==> config.mk <==
export PLATFORM = sky130hd
export DESIGN_NAME = pipelined_addsub
export DESIGN_NICKNAME = d
export VERILOG_FILES = /design/src/rtl/pipelined_addsub.sv
export SDC_FILE = /design/constraint.sdc
export NUM_CORES = 1
export LEC_CHECK = 0
export CAP_MARGIN = 0
export CORE_UTILIZATION = 45
export CTS_CLUSTER_DIAMETER = 60
export CTS_CLUSTER_SIZE = 20
export DETAILED_ROUTE_END_ITERATION = 8
export GPL_TIMING_DRIVEN = 0
export PLACE_DENSITY = 0.69
export SLEW_MARGIN = 20
export SYNTH_ARGS = -nofsm -noshare
export SYNTH_HDL_FRONTEND = slang
export SYNTH_SLANG_ARGS = --single-unit
==> constraint.sdc <==
create_clock -name clk -period 2.1 [get_ports clk]
set_input_delay 0.21 -clock clk [delete_from_list [all_inputs] [get_ports clk]]
set_output_delay 0.21 -clock clk [all_outputs]
set_load 0.02 [all_outputs]
==> src/rtl/pipelined_addsub.sv <==
// Pipelined WIDTH-bit add/subtract that resolves SEG bits per stage, with
// valid/ready flow control on both the operand and the result side.
module pipelined_addsub #(
  parameter int unsigned WIDTH = 16,
  parameter int unsigned SEG   = 4
) (
  input  logic             clk,
  input  logic             rst_n,
  input  logic             in_valid,
  output logic             in_ready,
  input  logic [WIDTH-1:0] a,
  input  logic [WIDTH-1:0] b,
  input  logic             cin,
  input  logic             op,
  output logic             out_valid,
  input  logic             out_ready,
  output logic [WIDTH-1:0] sum,
  output logic             cout,
  output logic             ovf,
  output logic             zero
);

  localparam int unsigned STAGES = WIDTH / SEG;
  localparam int unsigned LAST   = STAGES - 1;

  logic [STAGES-1:0] valid_q;
  logic [STAGES-1:0] valid_d;
  logic [STAGES-1:0] src_v;
  logic [STAGES-1:0] accept;
  logic [STAGES-1:0] load;
  logic              leave;

  // Ready chain from the output backwards: a stage accepts when empty or when
  // its own beat moves on; src_v[k] is the valid of whatever feeds stage k.
  always_comb begin
    valid_d = valid_q;
    accept  = '0;
    load    = '0;
    src_v   = (valid_q << 1) | STAGES'(in_valid);
    leave   = valid_q[LAST] && out_ready;
    for (int k = int'(STAGES) - 1; k >= 0; k--) begin
      accept[k] = !valid_q[k] || leave;
      leave     = src_v[k] && accept[k];
      load[k]   = leave;
      if (accept[k]) begin
        valid_d[k] = src_v[k];
      end
    end
  end

  always_ff @(posedge clk or negedge rst_n) begin
    if (!rst_n) begin
      valid_q <= '0;
    end else begin
      valid_q <= valid_d;
    end
  end

  for (genvar k = 0; k < STAGES; k++) begin : g_stage
    localparam int unsigned LO = k * SEG;
    localparam int unsigned HI = LO + SEG;

    logic [WIDTH-LO-1:0] a_in;
    logic [WIDTH-LO-1:0] b_in;
    logic                c_in;
    logic [SEG:0]        seg_res;
    logic [HI-1:0]       s_d;
    logic [HI-1:0]       s_q;
    logic                c_q;

    // Stage 0 applies op: subtraction is A + ~B + ~cin.
    if (k == 0) begin : g_first
      assign a_in = a;
      assign b_in = b ^ {WIDTH{op}};
      assign c_in = cin ^ op;
      assign s_d  = seg_res[SEG-1:0];
    end else begin : g_next
      assign a_in = g_stage[k-1].g_mid.a_rem_q;
      assign b_in = g_stage[k-1].g_mid.b_rem_q;
      assign c_in = g_stage[k-1].c_q;
      assign s_d  = {seg_res[SEG-1:0], g_stage[k-1].s_q};
    end

    assign seg_res = (SEG+1)'(a_in[SEG-1:0]) + (SEG+1)'(b_in[SEG-1:0])
                   + (SEG+1)'(c_in);

    always_ff @(posedge clk or negedge rst_n) begin
      if (!rst_n) begin
        s_q <= '0;
        c_q <= 1'b0;
      end else if (load[k]) begin
        s_q <= s_d;
        c_q <= seg_res[SEG];
      end
    end

    if (k < LAST) begin : g_mid
      localparam int unsigned REM = WIDTH - HI;
      logic [REM-1:0] a_rem_q;
      logic [REM-1:0] b_rem_q;

      always_ff @(posedge clk or negedge rst_n) begin
        if (!rst_n) begin
          a_rem_q <= '0;
          b_rem_q <= '0;
        end else if (load[k]) begin
          a_rem_q <= a_in[WIDTH-LO-1:SEG];
          b_rem_q <= b_in[WIDTH-LO-1:SEG];
        end
      end
    end else begin : g_last
      logic ovf_q;
      logic zero_q;

      // Carry into the MSB is a^b^s at that bit; overflow is it XOR carry-out.
      always_ff @(posedge clk or negedge rst_n) begin
        if (!rst_n) begin
          ovf_q  <= 1'b0;
          zero_q <= 1'b1;
        end else if (load[k]) begin
          ovf_q  <= a_in[SEG-1] ^ b_in[SEG-1] ^ seg_res[SEG-1] ^ seg_res[SEG];
          zero_q <= (s_d == '0);
        end
      end
    end
  end

  assign in_ready  = accept[0];
  assign out_valid = valid_q[LAST];
  assign sum       = g_stage[LAST].s_q;
  assign cout      = g_stage[LAST].c_q;
  assign ovf       = g_stage[LAST].g_last.ovf_q;
  assign zero      = g_stage[LAST].g_last.zero_q;

endmodule

==> summary.md, run 1 <==
| Metric | Value |
|---|---|
| Result of the run | finished, final reports clean |
| Fraction of power spent switching nets | 31.9% |
| Total wirelength of the detailed-routed design | 7230 um |
| Number of antenna violations at the first check in global routing | 0 |
| Post-synth cell types | 31 |
| Final setup violation count | 0 |
| Final-layout fill cell count | 799 |
| Final Max Slew Viols | 0 |
| Type of the worst setup path | reg -> reg |
| Ys Warns | 0 |
| Register cell area after layout | 0.00245 mm2 |
| TritonCTS clock tree | yes |
| Number of clock buffers inserted by TritonCTS | 9 |
| Number of clock sinks | 98 |
| Power spent charging and discharging nets | 2.06 mW |
| Number of primary I/O pins | 59 |
| Post-route DRC violation count | 0 |
| Via count of the first global-routing pass | 2540 |
| Buffer depth of the longest clock path | 2 |
| Max-cap violations | 0 |
| Post-detailed-route via-to-cell ratio | 4.83 |
| Crit path launch type | register |
| DR pass1 iterations | 6 |
| Number of setup buffers added after CTS | 0 |
| Final antenna-violating net count | 0 |
| Placement-stage worst setup slack | -0.125 ns |
| Setup TNS | 0 ns |
| Most frequent standard cell in the layout excluding fill and tap cells | sky130_fd_sc_hd__dfrtp_1 |
| Initial standard-cell utilization of the core | 46.6% |
| Cells after synthesis | 320 |
| Most frequently used flop master after synthesis | sky130_fd_sc_hd__dfrtp_1 |
| IO buf count | 57 |
| Area Overhead vs Synth | 22.7% |
| Row cnt | 35 |
| Slowest cell on the critical path | sky130_fd_sc_hd__fa_2 |
| Fin crit period | 1.97 ns |
| Crit path cell chain | fa_2 > fa_1 > a21o_1 > a21oi_2 > xnor2_1 > o21ai_0 |
| Top cell family by delay on the critical path | adder cells |
| Die outline area | 0.0100 mm2 |
| Count of antenna diodes in the layout | 0 |
| Number of buffers and inverters on the critical path | 0 |
| F_max | 508 MHz |
| Synthesized net count | 378 |
| Final setup margin | 0.133 ns |
| Top library cells by usage in the layout, fill and taps aside | 97 x sky130_fd_sc_hd__dfrtp_1, 57 x sky130_fd_sc_hd__mux2_2, 55 x sky130_fd_sc_hd__clkdlybuf4s50_1 |
| Top fanout value on the critical path | 2 |
| Final weighted congestion of routability-driven global placement | 0.742 |
| Tot GR Track Use | 16.2% |
| Root Buffer | sky130_fd_sc_hd__clkbuf_8 |
| Netlist Area Pre-Place | 0.00433 mm2 |
| Congestion Overflow GR | 0 |
| Utilization of the core after routing | 57.2% |
| Origin of the critical flop-to-flop path | g_stage[2].c_q |
| Detail Placement HPWL | 5500 um |
| Die Ht | 100 um |
| CTS H-tree lvls | 3 |
| Slew Limit Headroom | 76.2% |
| Period utilisation layout | 93.7% |
| Clock group share of total power | 18.2% |
| Clock transition at the registers of the reported paths | 0.09 ns |
| Wire length of the first global-routing pass | 12300 um |
| Fraction of final layout cells with drive strength greater than 1 | 23.6% |
| Setup repair after global routing missed its margin | false |
| Number of failing hold endpoints at the final stage | 0 |
| Largest voltage drop on the vdd net | 389 uV |
| Longest individual stage delay on the worst path | 0.42 ns |
| PwrDens | 1220 mW/mm2 |
| Number of design-rule violations left by the first detailed-router iteration | 74 |
| Net count of the finished layout | 448 |
| Register share of total power | 45.6% |
| Arrival time of data at the critical path endpoint | 2.20 ns |
| Comb power frac | 36.1% |
| Core box area | 0.00928 mm2 |
| Start point of the critical path | g_stage[2].c_q |
| Leakage power | 2.31 nW |
| Path type of the worst min-delay path | in -> async |
| Share of the yosys chip area belonging to registers | 56.7% |
| Wirelength per Cell | 13.8 um |
| Synth Area per Inst | 13.5 um2 |
| Worst-case clock skew | 0.00844 ns |
| Number of enable-type register cells in the synthesized netlist | 0 |
| Slew at the pin closest to its max-slew limit | 0.357 ns |
| Footprint of the multi-input gates | 0.00178 mm2 |
| Skew-Pair Late Insertion Delay | 0.36 ns |
| Async SR Flop Fraction | 100% |
| Horizontal die dimension | 100 um |
| Critical Path RT | 2.34 ns |
| Internal portion of total power | 4.40 mW |
| Largest net degree at the start of global routing | 75 |
| Via count of the routed design | 2526 |
| Element type at the critical path end | register |
| Power after layout | 6.46 mW |
| Number of synthesized register bits | 98 |
## per-layer routing
metal | up-vias | wire [um] | part of all wire [%] | global-route usage, %
met5 | - | 0 | 0 | 0
met4 | 0 | 140 | 1.9 | 7.47
met3 | 10 | 242 | 3.3 | 3.55
met2 | 56 | 3370 | 47 | 25.4
met1 | 1222 | 3480 | 48 | 21.7
li1 | 1238 | - | - | -
## path summary, 6_finish.rpt
check / slack [ns] / depth (start not counted) / endpoint
worst max-delay path: 0.13 / 6 / ovf
worst min-delay path: 0.27 / 2 / g_stage[0].g_mid.a_rem_q[0]
worst max register to register: 0.13 / 6 / ovf
worst min register to register: 0.48 / 2 / g_stage[0].g_mid.b_rem_q[4]
max in group asynchronous: 1.18 / 3 / zero
min in group clk: 0.30 / 3 / g_stage[0].g_mid.b_rem_q[4]
## what timing repair did
item / CTS / global route
resized for setup: 2 / 3
cloned: 0 / 0
hold endpoints to repair: 24 / 0
hold buffers: 1 / 0
setup endpoints to repair: 2 / 2
pin swaps: 1 / 0
## power groups by stage
| stage | combinational, mW | sequential, mW | clock, mW |
|---|---|---|---|
| 6_report | 2.33 | 2.95 | 1.18 |
| 5_1_grt | 2.57 | 3.04 | 1.29 |
| 4_1_cts | 2.34 | 2.96 | 1.21 |
| 3_5_place_dp | 2.32 | 3.00 | 0 |
| 3_3_place_gp | 2.23 | 2.96 | 0 |
| 2_1_floorplan | 1.33 | 3.08 | 0 |
## worst reg2reg max path: stages (launching register included)
cell	delay (ns)
sky130_fd_sc_hd__dfrtp_1	0.41
sky130_fd_sc_hd__fa_2	0.42
sky130_fd_sc_hd__fa_1	0.43
sky130_fd_sc_hd__a21o_1	0.21
sky130_fd_sc_hd__a21oi_2	0.18
sky130_fd_sc_hd__xnor2_1	0.13
sky130_fd_sc_hd__o21ai_0	0.08
## kinds of logic (layout without fill, tap and decap cells)
family                     count (synthesis)  in the layout  share of synthesized area [%]
DFF                                       98             98                           56.7
muxes                                     67             67                           17.4
and+or+nand+nor                           45             45                           4.97
AOI/OAI and AO/OA                         44             44                           6.10
xor gates and xnor gates                  25             25                           5.06
buffers and inverters                     21             95                           2.63
adders and majority gates                 20             20                           7.17
## cell usage after synthesis, drive strengths merged (3+ instances only)
library cell,instances,area share [%]
ha,12,3.5
dfrtp,97,56
a21o,7,1.2
xnor2,16,3.2
nand2,29,2.6
o21a,3,0.52
xor2,9,1.8
fa,8,3.7
inv,9,0.78
mux2,67,17
o21ai,23,2.9
nor4,3,0.43
a21oi,8,0.92
nand2b,4,0.58
buf,12,1.8
## registers in the layout, indices dropped and copies added (netlist names)
register / flops
ovf: 1
g_stage.s_q: 24
g_stage.c_q: 3
valid_q: 4
sum: 16
g_stage.g_mid.b_rem_q: 24
zero: 1
g_stage.g_mid.a_rem_q: 24
cout: 1
## per-stage QoR
step / hold slack (ns) / area [um2] / cells
after floorplan: -0.0856 / 4340 / 320
after global placement: 0.459 / 5070 / 506
after detailed placement: 0.0867 / 5100 / 507
after CTS: 0.267 / 5300 / 523
after global routing: 0.282 / 5310 / 523
final: 0.267 / 5310 / 523
## cell type report
type / count / area share (%)
clock buffer: 13 / 2.80
buffer: 12 / 1.63
sequential: 98 / 46.2
clock inverter: 2 / 0.707
inverter: 9 / 0.636
multi-input combinational: 201 / 33.6
timing repair buffer: 59 / 11.4
tap: 129 / 3.04
(Power assumes the default switching activity.)
==> run 2: changes to the inputs <==
--- a/config.mk
+++ b/config.mk
@@ -6,13 +6,12 @@
 export NUM_CORES = 1
 export LEC_CHECK = 0
 export CAP_MARGIN = 0
-export CORE_UTILIZATION = 45
+export CORE_UTILIZATION = 49
 export CTS_CLUSTER_DIAMETER = 60
 export CTS_CLUSTER_SIZE = 20
 export DETAILED_ROUTE_END_ITERATION = 8
 export GPL_TIMING_DRIVEN = 0
-export PLACE_DENSITY = 0.69
-export SLEW_MARGIN = 20
+export PLACE_DENSITY = 0.74
 export SYNTH_ARGS = -nofsm -noshare
 export SYNTH_HDL_FRONTEND = slang
 export SYNTH_SLANG_ARGS = --single-unit
==> summary.md, run 2 (same netlist as run 1, synthesis figures left out) <==
| Metric | Value |
|---|---|
| Result of the run | finished, final reports clean (unchanged) |
| Number of clock sinks | 98 (unchanged) |
| Register cell area after layout | 0.00245 mm2 (unchanged) |
| Largest net degree at the start of global routing | 56 (was 75) |
| Net count of the finished layout | 448 (unchanged) |
| Number of setup buffers added after CTS | 0 (unchanged) |
| Initial standard-cell utilization of the core | 51.7% (was 46.6%) |
| Leakage power | 2.28 nW (was 2.31 nW) |
| FF-to-FF path depth | 6 (unchanged) |
| F_max | 512 MHz (was 508 MHz) |
| Fin crit period | 1.95 ns (was 1.97 ns) |
| Worst-case clock skew | 0.00594 ns (was 0.00844 ns) |
| Number of primary I/O pins | 59 (unchanged) |
| Wire length of the first global-routing pass | 12100 um (was 12300 um) |
| Area Overhead vs Synth | 21.2% (was 22.7%) |
| Final weighted congestion of routability-driven global placement | 0.751 (was 0.742) |
| Die outline area | 0.00922 mm2 (was 0.0100 mm2) |
| Slew Limit Headroom | 62.0% (was 76.2%) |
| Post-detailed-route via-to-cell ratio | 5.14 (was 4.83) |
| Wirelength per Cell | 14.3 um (was 13.8 um) |
| Number of antenna violations at the first check in global routing | 0 (unchanged) |
| Post-route worst hold slack | 0.305 ns (was 0.267 ns) |
| Buffer depth of the longest clock path | 2 (unchanged) |
| Detail Placement HPWL | 5490 um (was 5500 um) |
| Path type of the worst min-delay path | in -> reg (was in -> async) |
| Number of design-rule violations left by the first detailed-router iteration | 79 (was 74) |
| Number of failing hold endpoints at the final stage | 0 (unchanged) |
| Top cell family by delay on the critical path | adder cells (unchanged) |
| Slowest cell on the critical path | sky130_fd_sc_hd__dfrtp_1 (was sky130_fd_sc_hd__fa_2) |
| Final-layout fill cell count | 657 (was 799) |
| Number of buffers and inverters on the critical path | 0 (unchanged) |
| Setup repair after global routing missed its margin | false (unchanged) |
| Root Buffer | sky130_fd_sc_hd__clkbuf_8 (unchanged) |
| Arrival time of data at the critical path endpoint | 2.18 ns (was 2.20 ns) |
| Total wirelength of the detailed-routed design | 7150 um (was 7230 um) |
| Crit path cell chain | fa_2 > fa_1 > a21o_1 > a21oi_2 > xnor2_1 > o21ai_0 (unchanged) |
| Largest voltage drop on the vdd net | 421 uV (was 389 uV) |
| IO buf count | 57 (unchanged) |
| DR pass1 iterations | 4 (was 6) |
| Utilization of the core after routing | 62.6% (was 57.2%) |
| Final Max Slew Viols | 0 (unchanged) |
| Element type at the critical path end | register (unchanged) |
| Slew at the pin closest to its max-slew limit | 0.570 ns (was 0.357 ns) |
| Via count of the first global-routing pass | 2624 (was 2540) |
| CTS H-tree lvls | 3 (unchanged) |
| Type of the worst setup path | reg -> reg (unchanged) |
| Top library cells by usage in the layout, fill and taps aside | 97 x sky130_fd_sc_hd__dfrtp_1, 57 x sky130_fd_sc_hd__mux2_2, 55 x sky130_fd_sc_hd__clkdlybuf4s50_1 (unchanged) |
| Crit path launch type | register (unchanged) |
| Clock transition at the registers of the reported paths | 0.09 ns (about the same) |
| Final setup violation count | 0 (unchanged) |
| Critical Path RT | 2.33 ns (was 2.34 ns) |
| Worst hold path cell count | 3 |
| Number of clock buffers inserted by TritonCTS | 9 (unchanged) |
| Max-cap violations | 0 (unchanged) |
| Number of gates on the worst path with buffers counted | 6 (unchanged) |
| Longest individual stage delay on the worst path | 0.42 ns (about the same) |
| Row cnt | 33 (was 35) |
| Skew-Pair Late Insertion Delay | 0.35 ns (was 0.36 ns) |
| Tot GR Track Use | 17.7% (was 16.2%) |
| TritonCTS clock tree | yes (unchanged) |
| Footprint of the multi-input gates | 0.00178 mm2 (about the same) |
| Fraction of final layout cells with drive strength greater than 1 | 23.6% (unchanged) |
| Via count of the routed design | 2563 (was 2526) |
| Die Ht | 96.0 um (was 100 um) |
| Largest registers | g_stage.g_mid.a_rem_q x24, g_stage.g_mid.b_rem_q x24, g_stage.s_q x24 (unchanged) |
| PwrDens | 1200 mW/mm2 (was 1220 mW/mm2) |
| Period utilisation layout | 93.0% (was 93.7%) |
| Most frequent standard cell in the layout excluding fill and tap cells | sky130_fd_sc_hd__dfrtp_1 (unchanged) |
| Top fanout value on the critical path | 2 (unchanged) |
| Final antenna-violating net count | 0 (unchanged) |
| Horizontal die dimension | 96.0 um (was 100 um) |
| Post-route DRC violation count | 0 (unchanged) |
| Core box area | 0.00838 mm2 (was 0.00928 mm2) |
| Congestion Overflow GR | 0 (unchanged) |
| Count of antenna diodes in the layout | 0 (unchanged) |
## run 2: changes by cell type in the layout (fill, tap and decap cells not counted)
cell	change
sky130_fd_sc_hd__clkbuf_1	-1
sky130_fd_sc_hd__clkinvlp_4	+3
sky130_fd_sc_hd__bufinv_16	-1
sky130_fd_sc_hd__clkbuf_8	-1
sky130_fd_sc_hd__buf_6	-1
sky130_fd_sc_hd__o31ai_1	+1
sky130_fd_sc_hd__o31ai_2	-1
sky130_fd_sc_hd__buf_4	+1
## run 2: worst register-to-register path, delay by kind of cell (launching register included)
family	cells	cell delay (ns)
AOI/OAI and AO/OA	3	0.46
adders and majority gates	2	0.81
DFF	1	0.42
xor gates and xnor gates	1	0.13
## run 2: path summary, 6_finish.rpt
| check | start | end | slack (ns) |
|---|---|---|---|
| max | g_stage[2].c_q | ovf | 0.15 |
| min | op | g_stage[0].g_mid.b_rem_q[4] | 0.30 |
| max reg2reg | g_stage[2].c_q | ovf | 0.15 |
| min reg2reg | zero | zero | 0.48 |
| max in group asynchronous | rst_n | g_stage[1].g_mid.a_rem_q[7] | 1.05 |
| min in group asynchronous | rst_n | g_stage[0].g_mid.a_rem_q[0] | 0.40 |
## run 2: final cells by class
type / instances / share of cell area [%]
flip-flops and latches: 98 / 46.7
multi-input cells: 201 / 33.9
repair buffers: 59 / 11.5
clock buffers: 11 / 2.50
well taps: 105 / 2.50
plain buffers: 12 / 1.64
inverters: 9 / 0.644
clock inverters: 4 / 0.572
## run 2: stage by stage
stage	setup WS (ns)	power, mW	TNS, ns	area (um2)	instances
floorplan	0.0434	4.41	0	4340	320
global placement	-2.63	5.17	-256.60	5040	482
detailed placement	-0.109	5.30	-0.188	5070	483
CTS	0.0229	6.36	0	5240	499
global route	0.0183	6.73	0	5250	499
finish	0.147	6.30	0	5250	499
## run 2: metal layers
layer,GRT usage (%),part of all wire (%)
met1,23.9,48
met2,28.3,48
met3,2.84,2.6
met4,7.96,1.9
met5,0,0
## run 2: power by group
| group | internal [mW] | leakage [nW] | switching, mW | total, mW |
|---|---|---|---|---|
| Combinational | 1.28 | 1.05 | 1.04 | 2.31 |
| Clock | 0.425 | 0.0677 | 0.612 | 1.04 |
| Sequential | 2.54 | 1.17 | 0.412 | 2.95 |
| Total | 4.24 | 2.28 | 2.06 | 6.30 |
## run 2: repair_timing
action | 4_1_cts | 5_1_grt
resized for setup | 2 | 2
hold endpoints to repair | 42 | 0
hold buffers | 1 | 0
endpoints found under the setup margin | 2 | 2
pin swaps | 1 | 0
==> run 3: changes to the inputs <==
--- a/config.mk
+++ b/config.mk
@@ -5,13 +5,13 @@
 export SDC_FILE = /design/constraint.sdc
 export NUM_CORES = 1
 export LEC_CHECK = 0
-export CAP_MARGIN = 0
 export CORE_UTILIZATION = 49
 export CTS_CLUSTER_DIAMETER = 60
 export CTS_CLUSTER_SIZE = 20
 export DETAILED_ROUTE_END_ITERATION = 8
 export GPL_TIMING_DRIVEN = 0
 export PLACE_DENSITY = 0.74
+export RECOVER_POWER = 50
 export SYNTH_ARGS = -nofsm -noshare
 export SYNTH_HDL_FRONTEND = slang
 export SYNTH_SLANG_ARGS = --single-unit
==> summary.md, run 3 (same netlist as run 1, synthesis figures left out) <==
| Metric | Value |
|---|---|
| Core box area | 0.00838 mm2 (unchanged) |
| Row cnt | 33 (unchanged) |
| Register share of total power | 46.8% (about the same) |
| Non-filler instance count after layout | 499 (unchanged) |
| Final Max Slew Viols | 0 (unchanged) |
| Root Buffer | sky130_fd_sc_hd__clkbuf_8 (unchanged) |
| IO buf count | 57 (unchanged) |
| Wire length of the first global-routing pass | 12100 um (unchanged) |
| Via count of the first global-routing pass | 2624 (unchanged) |
| DR pass1 iterations | 4 (unchanged) |
| Skew-Pair Late Insertion Delay | 0.35 ns (about the same) |
| Slack of the worst reg-to-reg path | 0.15 ns (about the same) |
| FF-to-FF path depth | 6 (unchanged) |
| Origin of the critical flop-to-flop path | g_stage[2].c_q (unchanged) |
| Number of primary I/O pins | 59 (unchanged) |
| Via count of the routed design | 2566 (was 2563) |
| Number of clock sinks | 98 (unchanged) |
| Max-cap violations | 0 (unchanged) |
| Total wirelength of the detailed-routed design | 7160 um (was 7150 um) |
| F_max | 512 MHz (about the same) |
| Top fanout value on the critical path | 2 (unchanged) |
| Wirelength per Cell | 14.3 um (about the same) |
| Period utilisation layout | 93.0% (about the same) |
| Final antenna-violating net count | 0 (unchanged) |
| Die outline area | 0.00922 mm2 (unchanged) |
| Slew at the pin closest to its max-slew limit | 1.11 ns (was 0.570 ns) |
| Initial standard-cell utilization of the core | 51.7% (unchanged) |
| Detail Placement HPWL | 5490 um (unchanged) |
| Final-layout fill cell count | 661 (was 657) |
| Worst-case clock skew | 0.00580 ns (was 0.00594 ns) |
| Leakage power | 2.28 nW (about the same) |
| Largest voltage drop on the vdd net | 421 uV (about the same) |
| Number of design-rule violations left by the first detailed-router iteration | 59 (was 79) |
| Congestion Overflow GR | 0 (unchanged) |
| Clock group share of total power | 16.5% (about the same) |
| Largest net degree at the start of global routing | 56 (unchanged) |
| TritonCTS clock tree | yes (unchanged) |
| Final weighted congestion of routability-driven global placement | 0.751 (unchanged) |
| Net count of the finished layout | 448 (unchanged) |
| CTS H-tree lvls | 3 (unchanged) |
| Post-route DRC violation count | 0 (unchanged) |
| Number of setup buffers added after CTS | 0 (unchanged) |
| Final setup margin | 0.147 ns (about the same) |
| Slew Limit Headroom | 26.3% (was 62.0%) |
| Fin crit period | 1.95 ns (about the same) |
| Capturing point of the worst reg2reg path | ovf (unchanged) |
| Result of the run | finished, final reports clean (unchanged) |
| Power after layout | 6.29 mW (was 6.30 mW) |
| Comb power frac | 36.7% (about the same) |
| Setup repair after global routing missed its margin | false (unchanged) |
| Clock transition at the registers of the reported paths | 0.09 ns (about the same) |
| Arrival time of data at the critical path endpoint | 2.18 ns (about the same) |
| Fraction of final layout cells with drive strength greater than 1 | 23.1% (was 23.6%) |
| Final setup violation count | 0 (unchanged) |
| Type of the worst setup path | reg -> reg (unchanged) |
| Worst hold path cell count | 3 (unchanged) |
| Fraction of power spent switching nets | 32.7% (about the same) |
| Tot GR Track Use | 17.7% (unchanged) |
| Most frequent standard cell in the layout excluding fill and tap cells | sky130_fd_sc_hd__dfrtp_1 (unchanged) |
| Top library cells by usage in the layout, fill and taps aside | 97 x sky130_fd_sc_hd__dfrtp_1, 57 x sky130_fd_sc_hd__mux2_2, 55 x sky130_fd_sc_hd__clkdlybuf4s50_1 (unchanged) |
| Largest registers | g_stage.g_mid.a_rem_q x24, g_stage.g_mid.b_rem_q x24, g_stage.s_q x24 (unchanged) |
| Element type at the critical path end | register (unchanged) |
| Number of cells after detailed placement | 483 (unchanged) |
| PwrDens | 1200 mW/mm2 (about the same) |
| Post-detailed-route via-to-cell ratio | 5.14 (about the same) |
| Horizontal die dimension | 96.0 um (unchanged) |
| Crit path launch type | register (unchanged) |
| Number of antenna violations at the first check in global routing | 0 (unchanged) |
| Path type of the worst min-delay path | in -> reg (unchanged) |
| Critical Path RT | 2.33 ns (about the same) |
| Internal portion of total power | 4.24 mW (about the same) |
| Die Ht | 96.0 um (unchanged) |
| Area Overhead vs Synth | 20.9% (was 21.2%) |
| Placement-stage worst setup slack | -0.109 ns (unchanged) |
| Power spent charging and discharging nets | 2.06 mW (about the same) |
| Hold Path Origin | op (unchanged) |
| Number of clock buffers inserted by TritonCTS | 9 (unchanged) |
| End of the worst hold path | g_stage[0].g_mid.b_rem_q[4] (unchanged) |
| Number of failing hold endpoints at the final stage | 0 (unchanged) |
| Buffer depth of the longest clock path | 2 (unchanged) |
| Count of antenna diodes in the layout | 0 (unchanged) |
## run 3: cell count changes in the layout (fill, tap and decap cells not counted), sizes merged
cell / before / now
clkbuf: 11 / 12
buf: 14 / 13
## run 3: layout make-up
class | count | area (um2) | area share, %
Sequential cell | 98 | 2450 | 46.8
Multi-Input combinational cell | 201 | 1770 | 33.8
Timing Repair Buffer | 59 | 602 | 11.5
Clock buffer | 11 | 131 | 2.51
Tap cell | 105 | 131 | 2.51
Buffer | 12 | 86.3 | 1.65
Inverter | 9 | 33.8 | 0.645
Clock inverter | 4 | 30.0 | 0.573
## run 3: critical path, stage by stage (launching register included)
cell	delay (ns)
sky130_fd_sc_hd__dfrtp_1	0.42
sky130_fd_sc_hd__fa_2	0.41
sky130_fd_sc_hd__fa_1	0.40
sky130_fd_sc_hd__a21o_1	0.20
sky130_fd_sc_hd__a21oi_2	0.17
sky130_fd_sc_hd__xnor2_1	0.13
sky130_fd_sc_hd__o21ai_0	0.09
## run 3: worst max path at each step
| stage | from | cells past startpoint | slack, ns | endpoint |
|---|---|---|---|---|
| after floorplan | op | 8 | 0.04 | g_stage[0].c_q |
| after global routing | g_stage[2].c_q | 5 | 0.02 | zero |
| after detailed placement | b[0] | 7 | -0.11 | g_stage[0].c_q |
| final | g_stage[2].c_q | 6 | 0.15 | ovf |
| after global placement | rst_n | 1 | -2.63 | sum[10] |
| after CTS | g_stage[2].c_q | 6 | 0.02 | ovf |
## run 3: metrics by stage
step	util (%)	hold WS [ns]	setup TNS [ns]	area [um2]
CTS	62.5	0.302	0	5240
floorplan	-	-0.0856	0	4340
global placement	60.1	0.458	-256.60	5040
global route	62.5	0.321	0	5240
detailed placement	60.4	0.242	-0.188	5070
finish	62.5	0.306	0	5240
## run 3: routing by layer
layer  vias up  routed length [um]  global-route usage, %
met5         -                   0                      0
met3        10                 189                   2.84
met2        53                3420                   28.3
met1      1264                3410                   23.9
li1       1239                   -                      -
met4         0                 134                   7.96
## run 3: power groups by stage
| stage | clock, mW | sequential [mW] | combinational [mW] |
|---|---|---|---|
| 3_3_place_gp | 0 | 2.96 | 2.21 |
| 6_report | 1.04 | 2.95 | 2.31 |
| 5_1_grt | 1.14 | 3.04 | 2.55 |
| 2_1_floorplan | 0 | 3.08 | 1.33 |
| 3_5_place_dp | 0 | 3.00 | 2.30 |
| 4_1_cts | 1.07 | 2.96 | 2.33 |
## run 3: what timing repair did
action	4_1_cts	5_1_grt
hold buffers	1	0
setup endpoints to repair	2	2
hold endpoints to repair	42	0
gates resized for setup	2	2
pin swaps	1	0
